## config.mk

```make
export PLATFORM = sky130hd
export DESIGN_NAME = tri_edge_raster
export DESIGN_NICKNAME = d
export VERILOG_FILES = /design/src/rtl/tri_edge_raster.sv
export SDC_FILE = /design/constraint.sdc
export NUM_CORES = 1
export LEC_CHECK = 0
export ABC_AREA = 1
export BUFFER_PORTS_ARGS = -buffer_cell sky130_fd_sc_hd__buf_2
export CAP_MARGIN = 20
export CORE_ASPECT_RATIO = 1.2
export CORE_MARGIN = 4
export CORE_UTILIZATION = 45
export CTS_CLUSTER_DIAMETER = 120
export CTS_CLUSTER_SIZE = 25
export DETAILED_ROUTE_END_ITERATION = 10
export PLACE_DENSITY = 0.69
export SKIP_CTS_REPAIR_TIMING = 1
export SYNTH_ARGS = -nofsm -noshare
export SYNTH_HDL_FRONTEND = slang
export SYNTH_SLANG_ARGS = --single-unit
```

## constraint.sdc

```tcl
create_clock -name clk_in -period 10.89 [get_ports clk_in]
set_input_delay 2.178 -clock clk_in [delete_from_list [all_inputs] [get_ports clk_in]]
set_output_delay 2.178 -clock clk_in [all_outputs]
set_load 0.01 [all_outputs]
```

## src/rtl/tri_edge_raster.sv

```systemverilog
// tri_edge_raster: gathers vertex triples and walks each triangle edge with Bresenham, emitting framebuffer addresses.
// Optional macro BACKFACE_CULL_EN adds a one-cycle winding test that drops triangles with negative area.
module tri_edge_raster #(
  parameter int WIDTH  = 360,
  parameter int HEIGHT = 360,
  parameter int ADDR_W = 17
) (
  input  logic              clk_in,
  input  logic              rst_in,
  input  logic [2:0][8:0]   coor_in,
  input  logic              valid_in,
  input  logic              obj_done_in,
  output logic              ready_out,
  output logic [ADDR_W-1:0] pixel_addr,
  output logic              pixel_valid_out,
  input  logic              pixel_ready_in,
  output logic              tri_done_out,
  output logic              obj_done_out
);
`ifdef BACKFACE_CULL_EN
  typedef enum logic [2:0] {V0, V1, V2, CULL, SETUP, DRAW, DONE} state_t;
`else
  typedef enum logic [2:0] {V0, V1, V2, SETUP, DRAW, DONE} state_t;
`endif
  state_t state, state_n;
  logic [8:0] vx [3];
  logic [8:0] vy [3];
  logic [1:0] eidx, slot, s_idx, e_idx;
  logic acc, accept, on, adv, at_end, step_x, step_y, sx, sy;
  logic [8:0] cx, cy, ex, ey, nx, ny, x0, y0, x1, y1, adx, ady;
  logic [9:0] dx;
  logic signed [10:0] dy;
  logic signed [11:0] err, err_n;
  logic signed [12:0] e2;
  logic unused_z;
  assign unused_z = ^coor_in[0];
`ifdef BACKFACE_CULL_EN
  logic signed [9:0] ax1, ay1, ax2, ay2;
  logic signed [20:0] area;
  always_comb begin
    ax1 = 10'(vx[1]) - 10'(vx[0]);
    ay1 = 10'(vy[1]) - 10'(vy[0]);
    ax2 = 10'(vx[2]) - 10'(vx[0]);
    ay2 = 10'(vy[2]) - 10'(vy[0]);
    area = 21'(ax1) * 21'(ay2) - 21'(ax2) * 21'(ay1);
  end
`endif
  assign tri_done_out = state == DONE;
  assign obj_done_out = state == DONE && acc;
  assign pixel_valid_out = on;
  always_comb begin
    accept = valid_in && ready_out;
    slot = state == V1 ? 2'd1 : state == V2 ? 2'd2 : 2'd0;
    s_idx = eidx;
    e_idx = eidx == 2'd2 ? 2'd0 : eidx + 2'd1;
    x0 = vx[s_idx];
    y0 = vy[s_idx];
    x1 = vx[e_idx];
    y1 = vy[e_idx];
    adx = x1 >= x0 ? x1 - x0 : x0 - x1;
    ady = y1 >= y0 ? y1 - y0 : y0 - y1;
    on = state == DRAW && 32'(cx) < WIDTH && 32'(cy) < HEIGHT;
    // off-screen points never wait for the framebuffer
    adv = !on || pixel_ready_in;
    at_end = cx == ex && cy == ey;
    e2 = {err, 1'b0};
    step_x = e2 >= $signed({{2{dy[10]}}, dy});
    step_y = e2 <= $signed({3'b0, dx});
    state_n = state;
    nx = cx;
    ny = cy;
    err_n = err;
    case (state)
      V0: state_n = accept ? V1 : V0;
      V1: state_n = accept ? V2 : V1;
`ifdef BACKFACE_CULL_EN
      V2: state_n = accept ? CULL : V2;
      CULL: state_n = area[20] ? DONE : SETUP;
`else
      V2: state_n = accept ? SETUP : V2;
`endif
      SETUP: begin
        state_n = DRAW;
        nx = x0;
        ny = y0;
        err_n = $signed({3'b0, adx}) - $signed({3'b0, ady});
      end
      DRAW: if (adv) begin
        if (at_end) state_n = eidx == 2'd2 ? DONE : SETUP;
        else begin
          nx = step_x ? (sx ? cx - 9'd1 : cx + 9'd1) : cx;
          ny = step_y ? (sy ? cy - 9'd1 : cy + 9'd1) : cy;
          err_n = err + (step_x ? $signed({dy[10], dy}) : 12'sd0) + (step_y ? $signed({2'b0, dx}) : 12'sd0);
        end
      end
      DONE: state_n = V0;
      default: state_n = V0;
    endcase
  end
  always_ff @(posedge clk_in) begin
    if (!rst_in) begin
      state <= V0;
      ready_out <= 1'b0;
      acc <= 1'b0;
      eidx <= '0;
      cx <= '0;
      cy <= '0;
      err <= '0;
      pixel_addr <= '0;
    end else begin
      state <= state_n;
      ready_out <= state_n inside {V0, V1, V2};
      acc <= state == DONE ? 1'b0 : acc | (accept & obj_done_in);
      cx <= nx;
      cy <= ny;
      err <= err_n;
      pixel_addr <= ADDR_W'(32'(ny) * 32'(WIDTH) + 32'(nx));
      if (accept) begin
        vx[slot] <= coor_in[2];
        vy[slot] <= coor_in[1];
      end
      if (state == SETUP) begin
        dx <= {1'b0, adx};
        dy <= 11'd0 - {2'b0, ady};
        sx <= x1 < x0;
        sy <= y1 < y0;
        ex <= x1;
        ey <= y1;
      end
      if (state == DRAW && adv && at_end) eidx <= eidx + 2'd1;
      if (state == DONE) eidx <= '0;
    end
  end
endmodule

```

==> impl_metrics.py <==
metrics = {
    "run_status": {
        "run_status": "complete, no violations",
    },
    "yosys": {
        "yosys-mux-area-fraction_pct": 0.1653,
        "asyncSetResetFlopFracSynth_pct": 0,
        "synth_cell_types": 53,
        "cell_taking_the_most_area_after_synthesis": "sky130_fd_sc_hd__edfxtp_1",
        "yosysTopAreaCellShare_pct": 23.06,
        "synth-edff-count": 93,
        "yosys_most_used_dff": "sky130_fd_sc_hd__edfxtp_1",
        "synth_area_per_cell_um2": 7.783,
        "synthesized_area_fraction_occupied_by_ao_oa_aoi_and_oai_cells_pct": 12.78,
        "ys_warn_count": 0,
        "synth_top_family_by_area": "simple AND/OR/NAND/NOR gates",
        "ys_seq_elements": 146,
        "synth.yosys.seq_area_share_pct": 31.82,
        "synthSimpleGateAreaFrac_pct": 23.08,
        "postSynthNetCount": 1742,
        "syn_inst": 1556,
        "synth_area_mm2": 0.01211,
        "share_of_synthesized_cell_area_in_full_adder_half_adder_and_majority_cells_pct": 17.77,
        "synthTopCellsByArea": "sky130_fd_sc_hd__edfxtp_1 23%, sky130_fd_sc_hd__ha_1 13%, sky130_fd_sc_hd__nand2_1 10%",
        "synth-xor-area-share_pct": 4.412,
    },
    "worst_setup_path": {
        "path_buf_inv": 7,
        "kind_of_critical_path": "input port to flop",
        "cp.required_ns": 11.22,
        "rr_startpoint": "state[2]$_SDFF_PN0_",
        "rr_endpoint": "pixel_addr[16]$_SDFF_PN0_",
        "worst_path_largest_cell_delay_ns": 0.47,
        "worst_path_max_delay_cell": "sky130_fd_sc_hd__fa_1",
        "worst_r2r_path_depth": 29,
        "crit_family": "adder cells",
        "critPathMostFrequentCell": "sky130_fd_sc_hd__inv_1",
        "rrSetupSlack_ns": 4.86,
        "critical_path.max_fanout": 12,
        "critical_path.endpoint_type": "flop",
        "setup.worst_path.start_class": "input port",
        "cp.arrival_ns": 6.64,
    },
    "sta": {
        "max_transition_viols_final": 0,
        "layout_worst_path_cycle_share_pct": 57.97,
        "clock.fmax_ghz": 0.1584,
        "hold_slack_ns": 0.4632,
        "timing.final.setup_violations": 0,
        "worst_slew_pin_slew_ns": 0.8900,
        "period_minus_slack_ns": 6.312,
        "worst_slack_ns": 4.578,
        "rsz0062_at_grt": "false",
        "setup_total_negative_slack_ns": 0,
        "clock-skew-final_ns": 0.01271,
        "finalHoldViolCount": 0,
        "slew-limit-headroom_pct": 40.30,
    },
    "cts": {
        "cts_htree_levels": 4,
        "cts_tree": "built",
        "clkTransAtPathRegs_ns": 0.07,
        "cts.sink_count": 146,
        "cts-buffers-inserted": 17,
        "clock_latency_on_the_worst_skew_pair_ns": 0.43,
        "cts_root_buffer": "sky130_fd_sc_hd__clkbuf_16",
        "clockBufferDepth": 2,
    },
    "layout": {
        "areaGrowthSynthToFinish_pct": 9.061,
        "fillerInstances": 2507,
        "finalNetCount": 1773,
        "seq_area_mm2": 0.003854,
        "final_layout_size_suffix_gt1_share_pct": 9.313,
        "most-common-layout-cells": "323 x sky130_fd_sc_hd__nand2_1, 260 x sky130_fd_sc_hd__inv_1, 124 x sky130_fd_sc_hd__ha_1",
        "most_common_cell_after_layout_fill_and_taps_aside": "sky130_fd_sc_hd__nand2_1",
        "multi_input_logic_area_mm2": 0.007062,
        "insertedDiodeCount": 0,
    },
    "grt": {
        "initial_antenna_violation_count": 0,
        "most_used_routing_layer": "met2",
        "gr-usage-met3_pct": 3.255,
        "first_pass_grt_wire_length_mm": 47.31,
        "met1_usage_pct": 25.82,
        "grt_max_degree": 41,
        "grt-ovfl-total": 0,
        "via_count_of_the_first_global_routing_pass": 9645,
        "grt_util_all_layers_pct": 19.80,
        "groute.layer.met2.usage_pct": 33.54,
    },
    "die": {
        "core_mm2": 0.02643,
        "placementRows": 65,
        "floorplan.initialDensity_pct": 45.82,
        "ioPinCount": 53,
        "die_y_um": 187.7,
        "fp.dieArea_mm2": 0.02961,
        "floorplan.die.width_um": 157.8,
    },
    "detailed_routing": {
        "detailedRoute.firstPassIterationCount": 5,
        "totalWireLength_mm": 28.63,
        "first_iter_violations": 533,
        "post_drt_wl_per_cell_um": 14.79,
        "drtAntennaViolNets": 0,
        "drc": 0,
        "route.vias.total": 9946,
        "vias_per_cell": 5.140,
    },
    "power": {
        "leakage_nw": 6.412,
        "vdd_drop_max_v": 0.00009061,
        "power.density_mw_per_mm2": 103.9,
    },
    "placement": {
        "final_weighted_congestion_in_routability_driven_placement": 0.9616,
        "hpwlAfterDp_mm": 22.36,
        "place_worst_setup_slack_ns": 4.217,
        "port_buffers": 43,
    },
    "hold_path": {
        "whs_path_depth": 2,
        "min-delay-start": "acc$_SDFF_PP0_",
        "hold_class": "flop to flop",
        "min_delay_worst_endpoint": "acc$_SDFF_PP0_",
    },
    "flow_run": {
        "max_cap_check_violation_count": 0,
    },
}
tightest hold or removal path, delay by kind of cell (launching register included):
family / cells / cell delay [ns]
buffers and inverters: 1 / 0.06
DFF: 1 / 0.30
AOI/OAI and AO/OA: 1 / 0.06
worst max path at each step:
| stage | start | endpoint | slack [ns] | depth (start not counted) |
|---|---|---|---|---|
| 2_1_floorplan | pixel_ready_in | pixel_addr[16]$_SDFF_PN0_ | 4.86 | 28 |
| 3_3_place_gp | pixel_ready_in | pixel_addr[16]$_SDFF_PN0_ | 4.30 | 28 |
| 3_5_place_dp | pixel_ready_in | pixel_addr[16]$_SDFF_PN0_ | 4.22 | 28 |
| 4_1_cts | pixel_ready_in | pixel_addr[16]$_SDFF_PN0_ | 4.61 | 28 |
| 5_1_grt | pixel_ready_in | pixel_addr[16]$_SDFF_PN0_ | 4.20 | 29 |
| 6_report | pixel_ready_in | pixel_addr[16]$_SDFF_PN0_ | 4.58 | 28 |
final cells by class:
cell class | count | area share, %
sequential | 146 | 29.18
clock buffer | 24 | 3.912
timing repair buffer | 50 | 2.122
multi-input combinational | 1103 | 53.47
clock inverter | 8 | 0.4831
tap | 335 | 3.174
inverter | 269 | 7.664
per-stage QoR:
stage	instance area (um^2)	util (%)	instances	power [W]
after detailed placement	12610	47.70	1902	0.0008070
after CTS	13190	49.89	1934	0.001384
after floorplan	12110	-	1556	0.0007574
after global placement	12610	47.70	1902	0.0008033
after global routing	13210	49.97	1935	0.001431
final	13210	49.97	1935	0.001372
sequential cells by signal, summed over array words and instances, names as in the netlist, named ones only:
signal      flops
vy             27
ey              9
acc             1
ex              9
cx              6
dx              9
ready_out       1
vx             27
sx              1
pixel_addr     14
state           3
cy              9
err            12
sy              1
dy             10
eidx            2
metal layers:
metal	vias to the layer above	routed length (um)	share of wire [%]
li1	5129	-	-
met4	0	642	2.2
met2	198	13920	49
met3	33	1105	3.9
met5	-	0	0
met1	4586	12960	45
cell usage after synthesis (16+ instances only):
cell type                    n
sky130_fd_sc_hd__fa_1       30
sky130_fd_sc_hd__a21oi_1    97
sky130_fd_sc_hd__o211ai_1   16
sky130_fd_sc_hd__inv_1     260
sky130_fd_sc_hd__dfxtp_1    53
sky130_fd_sc_hd__o21ai_0    92
sky130_fd_sc_hd__xor2_1     46
sky130_fd_sc_hd__nor2_1    112
sky130_fd_sc_hd__nand2_1   323
sky130_fd_sc_hd__ha_1      124
sky130_fd_sc_hd__and2_1     26
sky130_fd_sc_hd__edfxtp_1   93
sky130_fd_sc_hd__nand3_1    68
sky130_fd_sc_hd__nand4_1    18
sky130_fd_sc_hd__clkbuf_1   17
logic make-up (layout without fill, tap and decap cells):
| family | after synthesis | after routing |
|---|---|---|
| AO/OA/AOI/OAI | 270 | 270 |
| XOR/XNOR | 61 | 61 |
| adder cells (fa/ha/maj) | 154 | 154 |
| buffers and inverters | 307 | 351 |
| flip-flops | 146 | 146 |
| multiplexers | 2 | 2 |
| AND/OR/NAND/NOR | 616 | 616 |
power breakdown:
| part | switching (W) | total, W | internal, W | leakage, nW |
|---|---|---|---|---|
| clock | 0.000239 | 0.000575 | 0.000336 | 0.294 |
| sequential | 0.00000517 | 0.000602 | 0.000597 | 1.27 |
| combinational | 0.000125 | 0.000195 | 0.0000698 | 4.85 |
Note: power is estimated with default switching activity, not from simulation.
